**src/rtl/peripheral_bus_bridge_if.sv**
```systemverilog
// rtl/peripheral_bus_bridge_if.sv - request/response bus between a master and the peripheral bus bridge
interface peripheral_bus_bridge_if #(
  parameter int ADDR_WIDTH = 12
);
  logic                  req_valid;
  logic                  req_ready;
  logic                  req_write;
  logic [ADDR_WIDTH-1:0] req_addr;
  logic [31:0]           req_wdata;
  logic                  resp_valid;
  logic                  resp_ready;
  logic [31:0]           resp_rdata;
  logic                  resp_error;

  modport master (
    output req_valid, req_write, req_addr, req_wdata, resp_ready,
    input  req_ready, resp_valid, resp_rdata, resp_error
  );

  modport slave (
    input  req_valid, req_write, req_addr, req_wdata, resp_ready,
    output req_ready, resp_valid, resp_rdata, resp_error
  );
endinterface

```
**src/rtl/peripheral_bus_bridge.sv**
```systemverilog
// rtl/peripheral_bus_bridge.sv - bridges a valid/ready bus to counter-core registers and a word memory; PERIPHERAL_BUS_BRIDGE_ERROR_EN flags unmapped/illegal accesses
module peripheral_bus_bridge #(
  parameter int ADDR_WIDTH = 12
) (
  input  logic        clk,
  input  logic        reset,
  peripheral_bus_bridge_if.slave bus,
  output logic        count_we,
  output logic        count_config_we,
  output logic [31:0] count_in,
  output logic        count_en_in,
  output logic        count_dir_in,
  output logic        count_ire_in,
  input  logic [31:0] count_out,
  input  logic        count_en_out,
  input  logic        count_dir_out,
  input  logic        count_ire_out,
  input  logic        count_lt_1k_out,
  output logic        mem_write_en,
  output logic [7:0]  mem_address,
  output logic [31:0] mem_data_in,
  input  logic [31:0] mem_data_out
);

  typedef enum logic [1:0] {
    IDLE     = 2'd0,
    MEM_WAIT = 2'd1,
    RESP     = 2'd2
  } state_t;

  state_t                state;
  state_t                state_next;
  logic [ADDR_WIDTH-1:0] addr_word;
  logic                  hit_count;
  logic                  hit_config;
  logic                  hit_status;
  logic                  hit_mem;
  logic                  accept;
  logic                  reg_write;
  logic [31:0]           reg_rdata;
  logic [31:0]           rdata_q;

  // Byte-lane bits are ignored, so decode on the word-aligned address.
  assign addr_word  = bus.req_addr & ~ADDR_WIDTH'(3);
  assign hit_count  = (addr_word == ADDR_WIDTH'('h000));
  assign hit_config = (addr_word == ADDR_WIDTH'('h004));
  assign hit_status = (addr_word == ADDR_WIDTH'('h008));
  assign hit_mem    = (addr_word >= ADDR_WIDTH'('h400)) && (addr_word <= ADDR_WIDTH'('h7FC));
  assign accept     = (state == IDLE) && bus.req_valid;
  assign reg_write  = accept && bus.req_write;

  // Register read mux; writes and unmapped reads return zero.
  always_comb begin
    reg_rdata = '0;
    if (!bus.req_write) begin
      if (hit_count)       reg_rdata = count_out;
      else if (hit_config) reg_rdata = {29'd0, count_ire_out, count_dir_out, count_en_out};
      else if (hit_status) reg_rdata = {31'd0, count_lt_1k_out};
    end
  end

  // State register.
  always_ff @(posedge clk or posedge reset) begin
    if (reset) state <= IDLE;
    else       state <= state_next;
  end

  // Next-state logic: only memory reads need the extra cycle for the synchronous RAM.
  always_comb begin
    state_next = state;
    case (state)
      IDLE: begin
        if (bus.req_valid) state_next = (hit_mem && !bus.req_write) ? MEM_WAIT : RESP;
      end
      MEM_WAIT: state_next = RESP;
      RESP: begin
        if (bus.resp_ready) state_next = IDLE;
      end
      default: state_next = IDLE;
    endcase
  end

  // Outputs: handshakes from state, memory port driven straight from the request.
  always_comb begin
    bus.req_ready  = (state == IDLE);
    bus.resp_valid = (state == RESP);
    mem_write_en   = accept && bus.req_write && hit_mem;
    mem_address    = addr_word[9:2];
    mem_data_in    = bus.req_wdata;
  end

  // Response data: register reads latch at acceptance, memory reads latch leaving MEM_WAIT.
  always_ff @(posedge clk or posedge reset) begin
    if (reset)                 rdata_q <= '0;
    else if (accept)           rdata_q <= reg_rdata;
    else if (state == MEM_WAIT) rdata_q <= mem_data_out;
  end

  assign bus.resp_rdata = rdata_q;

`ifdef PERIPHERAL_BUS_BRIDGE_ERROR_EN
  logic error_q;
  logic err_cond;

  assign err_cond = !(hit_count || hit_config || hit_status || hit_mem) ||
                    (hit_status && bus.req_write);

  // Error flag latched with the request and held through the response.
  always_ff @(posedge clk or posedge reset) begin
    if (reset)       error_q <= 1'b0;
    else if (accept) error_q <= err_cond;
  end

  assign bus.resp_error = error_q;
`else
  assign bus.resp_error = 1'b0;
`endif

  // Core write strobes pulse for the single cycle after acceptance, with the data held alongside.
  always_ff @(posedge clk or posedge reset) begin
    if (reset) begin
      count_we        <= 1'b0;
      count_config_we <= 1'b0;
      count_in        <= '0;
      count_en_in     <= 1'b0;
      count_dir_in    <= 1'b0;
      count_ire_in    <= 1'b0;
    end else begin
      count_we        <= reg_write && hit_count;
      count_config_we <= reg_write && hit_config;
      if (reg_write && (hit_count || hit_config)) begin
        count_in     <= bus.req_wdata;
        count_en_in  <= bus.req_wdata[0];
        count_dir_in <= bus.req_wdata[1];
        count_ire_in <= bus.req_wdata[2];
      end
    end
  end

endmodule

```
**src/flat_wrapper.sv**
```systemverilog
// flat-port wrapper written by rule: the top's interface ports become plain ports
module peripheral_bus_bridge_flat 
#(
  parameter int ADDR_WIDTH = 12
)
  (clk, reset, count_we, count_config_we, count_in, count_en_in, count_dir_in, count_ire_in, count_out, count_en_out, count_dir_out, count_ire_out, count_lt_1k_out, mem_write_en, mem_address, mem_data_in, mem_data_out, bus_req_valid, bus_req_write, bus_req_addr, bus_req_wdata, bus_resp_ready, bus_req_ready, bus_resp_valid, bus_resp_rdata, bus_resp_error);
  peripheral_bus_bridge_if #(.ADDR_WIDTH(ADDR_WIDTH)) bus_i ();
  input  logic clk;
  input  logic reset;
  output logic count_we;
  output logic count_config_we;
  output logic [31:0] count_in;
  output logic count_en_in;
  output logic count_dir_in;
  output logic count_ire_in;
  input  logic [31:0] count_out;
  input  logic count_en_out;
  input  logic count_dir_out;
  input  logic count_ire_out;
  input  logic count_lt_1k_out;
  output logic mem_write_en;
  output logic [7:0] mem_address;
  output logic [31:0] mem_data_in;
  input  logic [31:0] mem_data_out;
  input wire logic [$bits(bus_i.req_valid)-1:0] bus_req_valid;
  input wire logic [$bits(bus_i.req_write)-1:0] bus_req_write;
  input wire logic [$bits(bus_i.req_addr)-1:0] bus_req_addr;
  input wire logic [$bits(bus_i.req_wdata)-1:0] bus_req_wdata;
  input wire logic [$bits(bus_i.resp_ready)-1:0] bus_resp_ready;
  output wire logic [$bits(bus_i.req_ready)-1:0] bus_req_ready;
  output wire logic [$bits(bus_i.resp_valid)-1:0] bus_resp_valid;
  output wire logic [$bits(bus_i.resp_rdata)-1:0] bus_resp_rdata;
  output wire logic [$bits(bus_i.resp_error)-1:0] bus_resp_error;
  assign bus_i.req_valid = bus_req_valid;
  assign bus_i.req_write = bus_req_write;
  assign bus_i.req_addr = bus_req_addr;
  assign bus_i.req_wdata = bus_req_wdata;
  assign bus_i.resp_ready = bus_resp_ready;
  assign bus_req_ready = bus_i.req_ready;
  assign bus_resp_valid = bus_i.resp_valid;
  assign bus_resp_rdata = bus_i.resp_rdata;
  assign bus_resp_error = bus_i.resp_error;
  peripheral_bus_bridge #(.ADDR_WIDTH(ADDR_WIDTH)) u_core (.clk(clk), .reset(reset), .bus(bus_i), .count_we(count_we), .count_config_we(count_config_we), .count_in(count_in), .count_en_in(count_en_in), .count_dir_in(count_dir_in), .count_ire_in(count_ire_in), .count_out(count_out), .count_en_out(count_en_out), .count_dir_out(count_dir_out), .count_ire_out(count_ire_out), .count_lt_1k_out(count_lt_1k_out), .mem_write_en(mem_write_en), .mem_address(mem_address), .mem_data_in(mem_data_in), .mem_data_out(mem_data_out));
endmodule
```
**config.mk**
```make
export PLATFORM = sky130hd
export DESIGN_NAME = peripheral_bus_bridge_flat
export DESIGN_NICKNAME = d
export VERILOG_FILES = /design/src/rtl/peripheral_bus_bridge_if.sv /design/src/rtl/peripheral_bus_bridge.sv /design/src/flat_wrapper.sv
export SDC_FILE = /design/constraint.sdc
export NUM_CORES = 1
export LEC_CHECK = 0
export CAP_MARGIN = 30
export CORE_UTILIZATION = 33
export DETAILED_ROUTE_END_ITERATION = 10
export GPL_ROUTABILITY_DRIVEN = 0
export PLACE_DENSITY_LB_ADDON = 0.25
export SLEW_MARGIN = 15
export SYNTH_ARGS = -nofsm -noshare
export SYNTH_HDL_FRONTEND = slang
export SYNTH_SLANG_ARGS = --single-unit
```
**constraint.sdc**
```tcl
create_clock -name clk -period 2.6 [get_ports clk]
set_input_delay 0.78 -clock clk [delete_from_list [all_inputs] [get_ports clk]]
set_output_delay 0.78 -clock clk [all_outputs]
set_load 0.02 [all_outputs]
```
==> impl_metrics.csv <==
group,metric,value,unit
grt,track_usage,18.6,%
final_layout,fillCellCount,876,
sta,finalSetupTns,0,ns
synth,synthXorXnorAreaFrac,0,%
setup_path,start_kind,"input pin",
cts,worstSkewPairLatency,0.33,ns
synth,syn_nets,404,
synth,synth_area_per_cell,11.9,um2
synth,ys_ff_latch,68,
setup_path,critical_path_class,"in -> out",
place,numPortBuffers,226,
sta,period_minus_slack,2.55,ns
synth,yosysUniqueCellTypes,31,
pwr,leakagePower,2.59,nW
sta,post-route-period-util,98.1,%
pwr,p_sw,0.691,mW
cts,cts_resized,41,
setup_path,cp_slowest_cell,"clkdlybuf4s50_1",
sta,finalClockSkew,0.00527,ns
sta,fmax,392,MHz
run_status,status,"complete, no violations",
die,core.rowCount,36,
setup_path,crit_required,1.82,ns
drt,antenna_left,0,
cts,tritoncts,"yes",
cts,cts_hold_buffers,0,
synth,synthAdderAreaFrac,0,%
cts,clock_path_buffers,2,
sta,hold_viol,0,
place,dp_hpwl,7.49,mm
drt,vias_per_cell,4.71,
grt,overflow,0,
pwr,p_clk_share,33.9,%
die,die_y,104,um
cts,clkSinkCount,68,
grt,grt_max_degree,39,
setup_path,cp-end-kind,"primary output",
sta,whs,0.484,ns
setup_path,cp.arrival,1.77,ns
final_layout,final_common_cell,"clkdlybuf4s50_1",
final_layout,n_antenna_cell,0,
cts,htreeDepth,3,
setup_path,cp_max_fo,2,
synth,muxShareOfSynthArea,14.7,%
synth,synth_top_family_by_area,"multiplexers",
pwr,p_int,1.93,mW
synth,synthCells,287,
drt,first_pass_iters,4,
min_path,hp-class,"reg -> reg",
die,dieWidth,104,um
final_layout,area_growth,75.2,%
cts,root_buffer,"clkbuf_8",
pwr,power_density,437,nW/um2
synth,yosysWarnings,0,
drt,drc,0,
drt,route.vias.total,3081,
flow_run,maxCapViolCount,0,
pwr,comb_power_share,23.9,%
synth,synth_compound_area_share,12.9,%
grt,grt_pass1_wl,15.9,mm
final_layout,post-route-util,60.6,%
final_layout,drive_above_1_share,20.9,%
sta,layout_setup_ws,0.0485,ns
final_layout,final_cell_mix,"185 x clkdlybuf4s50_1, 68 x dfrtp_1, 55 x buf_4",
sta,rsz0062_at_grt,"false",
drt,drt_wl_total,9.99,mm
setup_path,path_cells,"clkdlybuf4s50_1, nand2b_1, nor2_1, clkdlybuf4s15_1",
die,die_area,10800,um2
place,pre_cts_ws,-0.250,ns
grt,grt_pass1_vias,3229,
grt,antenna_found_initial,0,
sta,drv_slew,0,
synth,yosysSeqAreaShare,49.7,%
drt,drtIter0Drc,115,
pwr,irDropWorstVdd,0.195,mV
setup_path,max_stage_delay,0.42,ns
pwr,power_frac_seq,42.3,%
cts,clk_transition_reported_paths,0.07,ns
cts,postCtsSetupBuffers,0,
die,ios,230,
final_layout,num-nets-final,633,
die,core,9910,um2
synth,syn-cell-area,3430,um2
drt,wire_per_inst,15.3,um
pwr,finalPower,2.62,mW
pwr,sw_frac_of_total,26.3,%
synth,synthSimpleGateAreaFrac,8.66,%
die,initial_core_util,34.6,%
cts,cts_buffers,9,
sta,setup_viol,0,
## metal layers
layer  vias to the layer above  track usage [%]  part of all wire [%]
met1                      1463             21.5                    41
li1                       1449                -                     -
met3                        13             5.83                   8.3
met4                         0             6.73                   1.5
met5                         -                0                     0
met2                       156             32.3                    49
## kinds of logic (layout without fill, tap and decap cells)
family | after synthesis | count (layout)
AOI/OAI and AO/OA | 69 | 69
DFF | 68 | 68
buffers and inverters | 67 | 301
and+or+nand+nor | 47 | 47
muxes | 35 | 35
other | 1 | 1
## worst max-delay path, delay by kind of cell
family | cells | cell delay (ns)
buffers and inverters | 2 | 0.73
and+or+nand+nor | 2 | 0.26
## synth_stat cells
library cell | instances | area, um2
dfrtp_1 | 68 | 1700
conb_1 | 1 | 3.75
a22o_1 | 1 | 8.76
o21bai_1 | 1 | 7.51
mux2i_1 | 3 | 30.0
buf_4 | 44 | 330
buf_12 | 3 | 60.1
nor4_4 | 2 | 42.5
inv_1 | 2 | 7.51
and4b_1 | 1 | 10.0
nand3_1 | 30 | 150
nor4bb_1 | 1 | 10.0
o31a_1 | 1 | 8.76
nor2_1 | 2 | 7.51
nand4b_1 | 1 | 8.76
mux2_4 | 30 | 450
o21ai_0 | 4 | 20.0
o21ai_1 | 29 | 145
buf_2 | 6 | 30.0
a41o_1 | 1 | 10.0
nand2_1 | 1 | 3.75
nor4b_2 | 1 | 15.0
buf_6 | 1 | 11.3
a22oi_1 | 31 | 233
nor3_1 | 3 | 15.0
nor2b_1 | 2 | 12.5
nand2b_1 | 1 | 6.26
o21a_1 | 1 | 7.51
nand3b_1 | 2 | 15.0
mux2_1 | 2 | 22.5
clkbuf_1 | 11 | 41.3
## stage by stage
stage                     cells  instance area (um2)
after floorplan             287                 3430
after global placement      638                 5850
after detailed placement    638                 5850
after CTS                   654                 6000
after global routing        654                 6000
final                       654                 6000
## power by group through the flow
stage | clock network [mW] | logic (mW) | registers (mW)
floorplan | 0 | 0.223 | 1.17
global placement | 0 | 0.647 | 1.13
detailed placement | 0 | 0.655 | 1.13
CTS | 0.912 | 0.633 | 1.11
global route | 0.960 | 0.666 | 1.11
finish | 0.888 | 0.626 | 1.11
## flip-flops by register name (all words and copies together), names as in the netlist
name and flops:
u_core.bus.resp_rdata 32, u_core.state 2, u_core.count_we 1, u_core.count_config_we 1
u_core.count_in 32
## path summary, 6_finish.rpt
path,startpoint,endpoint,slack (ns),cells after the start
max,bus_req_addr[11],mem_write_en,0.05,4
min,u_core.count_in[31]$_DFFE_PP0P_,u_core.count_in[31]$_DFFE_PP0P_,0.48,1
max reg2reg,u_core.state[1]$_DFFE_PP0P_,u_core.count_in[30]$_DFFE_PP0P_,0.75,5
min reg2reg,u_core.count_in[31]$_DFFE_PP0P_,u_core.count_in[31]$_DFFE_PP0P_,0.48,1
max in group asynchronous,reset,u_core.count_in[21]$_DFFE_PP0P_,1.36,3
min in group asynchronous,reset,u_core.count_in[3]$_DFFE_PP0P_,0.84,3
## layout make-up
cell class	count	area [um2]	area share [%]
inverters	2	7.51	0.125
multi-input cells	152	1260	21.0
flip-flops and latches	68	1700	28.3
repair buffers	283	2670	44.4
clock buffers	12	155	2.58
well taps	133	166	2.77
clock inverters	4	47.5	0.792
(Power assumes the default switching activity.)
